===== src/rtl/dsa_bilinear_datapath.sv =====
// ============================================================================
// dsa_bilinear_datapath
// ----------------------------------------------------------------------------
// Sequential bilinear interpolator for the DSA image scaler. A 2x2 pixel
// neighbourhood and Q8.8 fractional offsets (a along x, b along y) are
// captured on an accepted start. One shared multiply-accumulate unit then
// evaluates the result over six MAC cycles:
//   T0/T1 : top = p00*(1-wa) + p01*wa
//   B0/B1 : bot = p10*(1-wa) + p11*wa
//   V0/V1 : acc = top*(1-wb) + bot*wb
// The result is scaled back by 2*FRAC_W, saturated to the pixel range and
// registered into pixel_out when the FSM enters DONE.
//
// Build option:
//   DSA_ROUND_EN  defined   -> the final shift rounds half up
//                 undefined -> the final shift truncates
//   Latency, ports and FSM are identical in both builds.
//
// Ports:
//   clk        in   clock, rising edge
//   rst        in   asynchronous reset, active-low
//   start      in   request, sampled only in IDLE
//   p00..p11   in   PIX_W   neighbourhood pixels (top-left, top-right,
//                           bottom-left, bottom-right)
//   a, b       in   COORD_W x / y fraction, values above 1.0 act as 1.0
//   pixel_out  out  PIX_W   registered result, held until the next DONE
//   done       out  1       high for exactly the DONE cycle
//   busy       out  1       high from accepted start through DONE
// ============================================================================
module dsa_bilinear_datapath #(
  parameter int PIX_W   = 8,
  parameter int COORD_W = 16,
  parameter int FRAC_W  = 8
) (
  input  logic               clk,
  input  logic               rst,
  input  logic               start,
  input  logic [PIX_W-1:0]   p00,
  input  logic [PIX_W-1:0]   p01,
  input  logic [PIX_W-1:0]   p10,
  input  logic [PIX_W-1:0]   p11,
  input  logic [COORD_W-1:0] a,
  input  logic [COORD_W-1:0] b,
  output logic [PIX_W-1:0]   pixel_out,
  output logic               done,
  output logic               busy
);

  localparam int W_W   = FRAC_W + 1;              // clamped weight, 0..1.0
  localparam int H_W   = PIX_W + FRAC_W + 1;      // one row sum (top/bot)
  localparam int ACC_W = H_W + W_W;               // full accumulator
  localparam int SH_W  = ACC_W - 2 * FRAC_W;      // integer part after shift

  localparam logic [COORD_W-1:0] ONE_C = COORD_W'(1) << FRAC_W;
  localparam logic [W_W-1:0]     ONE_W = W_W'(1) << FRAC_W;
`ifdef DSA_ROUND_EN
  localparam logic [ACC_W-1:0]   HALF  = ACC_W'(1) << (2 * FRAC_W - 1);
`endif

  typedef enum logic [2:0] {IDLE, T0, T1, B0, B1, V0, V1, DONE} state_t;

  state_t state, state_next;

  logic [PIX_W-1:0] p00_r, p01_r, p10_r, p11_r;
  logic [W_W-1:0]   wa_r, wb_r;
  logic [H_W-1:0]   top_r, bot_r;
  logic [ACC_W-1:0] acc_r;

  logic [H_W-1:0]   mul_a;
  logic [W_W-1:0]   mul_w;
  logic             clear;
  logic [ACC_W-1:0] prod, mac_sum, rounded;
  logic [SH_W-1:0]  shifted;
  logic [PIX_W-1:0] pix_next;
  logic [W_W-1:0]   wa_clamp, wb_clamp;

  // Weights are clamped once at capture so the MAC only ever sees 0..1.0.
  assign wa_clamp = (a > ONE_C) ? ONE_W : a[W_W-1:0];
  assign wb_clamp = (b > ONE_C) ? ONE_W : b[W_W-1:0];

  // --------------------------------------------------------------------------
  // FSM: state register
  // --------------------------------------------------------------------------
  // NOTE: sequential state uses non-blocking assignments so every register
  // samples the pre-edge values regardless of block ordering.
  always_ff @(posedge clk or negedge rst) begin
    if (!rst) state <= IDLE;
    else      state <= state_next;
  end

  // --------------------------------------------------------------------------
  // FSM: next state and status outputs
  // --------------------------------------------------------------------------
  // NOTE: every output of a combinational block gets a default first, so no
  // path through the case statement can leave a latch behind.
  always_comb begin
    state_next = state;
    busy       = 1'b1;
    done       = 1'b0;
    case (state)
      IDLE: begin
        busy = 1'b0;
        if (start) state_next = T0;
      end
      T0:   state_next = T1;
      T1:   state_next = B0;
      B0:   state_next = B1;
      B1:   state_next = V0;
      V0:   state_next = V1;
      V1:   state_next = DONE;
      DONE: begin
        done       = 1'b1;
        state_next = IDLE;
      end
      default: state_next = IDLE;
    endcase
  end

  // --------------------------------------------------------------------------
  // Shared MAC operand select. The first step of each pair starts from zero.
  // --------------------------------------------------------------------------
  always_comb begin
    mul_a = '0;
    mul_w = '0;
    clear = 1'b0;
    case (state)
      T0: begin mul_a = H_W'(p00_r); mul_w = ONE_W - wa_r; clear = 1'b1; end
      T1: begin mul_a = H_W'(p01_r); mul_w = wa_r;                       end
      B0: begin mul_a = H_W'(p10_r); mul_w = ONE_W - wa_r; clear = 1'b1; end
      B1: begin mul_a = H_W'(p11_r); mul_w = wa_r;                       end
      V0: begin mul_a = top_r;       mul_w = ONE_W - wb_r; clear = 1'b1; end
      V1: begin mul_a = bot_r;       mul_w = wb_r;                       end
      default: ;
    endcase
    prod    = ACC_W'(mul_a) * ACC_W'(mul_w);
    mac_sum = (clear ? '0 : acc_r) + prod;
  end

  // Final scaling, applied to the last MAC sum in V1. Saturation follows the
  // optional rounding so a rounded-up 255.5 still clips to full scale.
  always_comb begin
`ifdef DSA_ROUND_EN
    rounded = mac_sum + HALF;
`else
    rounded = mac_sum;
`endif
    shifted  = SH_W'(rounded >> (2 * FRAC_W));
    pix_next = (|shifted[SH_W-1:PIX_W]) ? '1 : shifted[PIX_W-1:0];
  end

  // --------------------------------------------------------------------------
  // Datapath registers
  // --------------------------------------------------------------------------
  // NOTE: operand and intermediate registers are reset along with the FSM so
  // an aborted computation leaves no stale partial sums behind.
  always_ff @(posedge clk or negedge rst) begin
    if (!rst) begin
      p00_r     <= '0;
      p01_r     <= '0;
      p10_r     <= '0;
      p11_r     <= '0;
      wa_r      <= '0;
      wb_r      <= '0;
      top_r     <= '0;
      bot_r     <= '0;
      acc_r     <= '0;
      pixel_out <= '0;
    end else begin
      if (state == IDLE && start) begin
        p00_r <= p00;
        p01_r <= p01;
        p10_r <= p10;
        p11_r <= p11;
        wa_r  <= wa_clamp;
        wb_r  <= wb_clamp;
      end
      if (state != IDLE && state != DONE) acc_r <= mac_sum;
      if (state == T1) top_r     <= mac_sum[H_W-1:0];
      if (state == B1) bot_r     <= mac_sum[H_W-1:0];
      if (state == V1) pixel_out <= pix_next;
    end
  end

endmodule


===== config.mk =====
export PLATFORM = sky130hd
export DESIGN_NAME = dsa_bilinear_datapath
export DESIGN_NICKNAME = d
export VERILOG_FILES = /design/src/rtl/dsa_bilinear_datapath.sv
export SDC_FILE = /design/constraint.sdc
export NUM_CORES = 1
export LEC_CHECK = 0
export ABC_AREA = 1
export BUFFER_PORTS_ARGS = -buffer_cell sky130_fd_sc_hd__buf_2
export CORE_UTILIZATION = 57
export CTS_CLUSTER_SIZE = 14
export DETAILED_ROUTE_END_ITERATION = 10
export GPL_TIMING_DRIVEN = 0
export PLACE_DENSITY = 0.75
export SYNTH_ARGS = -nofsm -noshare
export SYNTH_HDL_FRONTEND = slang
export SYNTH_SLANG_ARGS = --single-unit
export TNS_END_PERCENT = 20

===== constraint.sdc =====
create_clock -name clk -period 5.85 [get_ports clk]
set_input_delay 0.8775 -clock clk [delete_from_list [all_inputs] [get_ports clk]]
set_output_delay 0.8775 -clock clk [all_outputs]
set_load 0.05 [all_outputs]

==> results.yml <==
run_status:
  outcome: "complete, but fails checks"
  violations: "negative setup slack"
timing:
  rsz0062_at_grt: "yes"
  slew_violations: 0
  min_period_over_period: 1.087
  setup_viol: 45
  relSlewSlack: 0.5432
  fin_worst_skew_ns: 0.01255
  layout_setup_ws_ns: -0.5116
  hold_slack_ns: 0.4135
  worst_pin_slew_ns: 0.6852
  fin_crit_ns: 6.362
  max_freq_mhz: 157.2
  final_hold_viol_count: 0
hold_path:
  min_path_type: "input pin to asynchronous set/reset pin"
worst_setup_path:
  crit_fanout: 6
  reg2reg_to: "pixel_out[3]"
  cpPeakStageDelay_ns: 0.57
  r2r_cells: 36
  rrSetupSlack_ns: -0.51
  cpMaxStageDelayCell: "fa_1"
  path_class: "flip-flop to flip-flop"
  required_ns: 6.17
  end_kind: "flip-flop"
  critPathLaunchType: "flip-flop"
  r2r-start: "state[1]"
  crit_arrival_ns: 6.68
placed_design:
  numPortBuffers: 76
  dp_slack_ns: -1.240
  dpl.hpwl_um: 25720
  gp_congestion: 0.9383
yosys:
  synth_area_leaders: "dfrtp_1 26%, fa_1 21%, nand2_1 15%, inv_1 11%, ha_1 6.1%"
  synth-main-ff-cell: "dfrtp_1"
  synth_most_common_cell: "nand2_1"
  ys_ff_latch: 121
  ys_types: 42
  syn-instance-count: 1595
  postSynthAreaPerCell_sq_um: 7.436
  ys_seq_area_frac: 0.2553
  yosys_warnings: 0
  synth_common_cells: "470 x nand2_1, 349 x inv_1, 144 x nor2_1"
  netlist_area_sq_um: 11860
  synth.net_count: 1847
  synth-edff-count: 0
  ys_async_sr_fraction: 1.000
  yosysTopAreaCellShare: 0.2553
  synth_top_cell_by_area: "dfrtp_1"
global_routing:
  grt_overflow_total: 0
  grt_pass1_wl_um: 55850
  grt_use_total: 0.3381
  antenna_found_initial: 0
  grt_pass1_vias: 11120
  grt_max_degree: 65
cells_and_area:
  final_util: 0.7327
  drive_gt1_frac: 0.2551
  antennaDiodeCount: 0
  nNetsFinal: 2011
  nFillCells: 1553
  seq_area_sq_um: 3029
  multiInputGateArea_sq_um: 8267
  area_growth_pct: 25.41
floorplanning:
  die_height_um: 146.2
  dieWidth_um: 146.2
  start_util: 0.5843
  io_pins: 77
  num_rows: 52
  dieArea_sq_um: 21390
  coreArea_sq_um: 20300
clock_network:
  cts.path.max_buffers: 2
  path_clk_slew_ns: 0.07
  cts_buffers: 17
  cts_tree: "done"
  cts_hold_buf: 0
  cts.sinks: 121
  htreeDepth: 4
  clock_latency_ns: 0.43
  clock-root-buffer: "clkbuf_16"
drt:
  routed_wl_um: 34700
  drc: 0
  viasPerCell: 5.440
  drt_iter0_drc: 1010
  drtPass1Iterations: 5
  drtAntennaViolNets: 0
  num_vias: 11110
  routedWlPerCell_um: 16.99
job:
  maxCapViolCount: 0
[per-stage QoR]
step	instances	TNS [ns]	instance area, sq um
after floorplan	1595	0	12180
after global placement	1941	-47.04	12900
after detailed placement	1942	-48.74	12930
after CTS	2024	-9.795	14520
after global routing	2042	-24.07	14870
final	2042	-13.73	14870
[metal layers]
metal | vias to the layer above | part of all wire | GRT usage
li1 | 5115 | - | -
met1 | 5435 | 0.42 | 0.4607
met2 | 482 | 0.48 | 0.5555
met4 | 0 | 0.027 | 0.1068
met3 | 77 | 0.074 | 0.05406
met5 | - | 0 | 0
[area by class of cell]
cell class / instances / share of cell area
clock inverters: 15 / 0.01009
well taps: 270 / 0.02271
repair buffers: 145 / 0.06544
multi-input cells: 1072 / 0.5558
clock buffers: 17 / 0.02860
inverters: 361 / 0.09295
plain buffers: 41 / 0.02078
flip-flops and latches: 121 / 0.2037
[worst max path at each step]
stage,from,end,slack (ns),cells after the start
after detailed placement,state[0],pixel_out[2],-1.24,32
final,state[1],pixel_out[3],-0.51,36
after floorplan,state[1],pixel_out[2],0.0003,40
after CTS,state[1],pixel_out[7],-0.34,38
after global placement,state[0],pixel_out[2],-1.22,30
after global routing,state[1],pixel_out[3],-0.76,36
[worst max-delay path: cells and delay by family (launching register included)]
kind,cells,cell delay (ns)
simple gates,19,1.90
compound gates,1,0.06
flops,1,0.39
buf+inv,8,0.79
fa+ha+maj,8,3.09
[sequential cells by signal, summed over array words and instances (netlist names)]
register	count
acc_r	26
bot_r	17
top_r	17
wa_r	9
wb_r	9
p00_r	8
p01_r	8
p10_r	8
p11_r	8
pixel_out	8
state	3
[kinds of logic after synthesis]
family,Yosys count,synth area share
buffers and inverters,402,0.1322
adder cells (fa/ha/maj),185,0.2756
AND/OR/NAND/NOR,726,0.2536
AO/OA/AOI/OAI,148,0.07374
XOR/XNOR,13,0.009600
flip-flops,121,0.2553
[placed cells by master, fill, tap and decap left out, types with 6 or more instances in the layout]
cell       count
ha_4          20
nand2_1      414
nand3_1       44
buf_4         59
inv_1        312
inv_4          8
ha_1          38
buf_6         10
nand4_1        9
buf_8          6
inv_6          9
o21ai_0       64
inv_2         39
a22oi_1        6
fa_1         120
dfrtp_1      120
nor2_2        51
o22ai_2        7
a21oi_2        7
buf_2         78
nor2_4        17
nor2_1        98
nand2_2       39
a31oi_1        8
a21oi_1       10
nand2_4       23
o21ai_1       11
o22ai_1        9
xnor2_2        6
fa_2           7
clkbuf_16     17
clkbuf_1      23
[repair_timing]
item,CTS,global route
gates cloned,2,1
gates resized for setup,161,83
hold endpoints to repair,0,0
setup endpoints to repair,53,50
buffers inserted,48,17
pin swaps,78,42
Power is not shown: default switching activity piles up to over one toggle a cycle in this logic, so the estimate is an artifact.
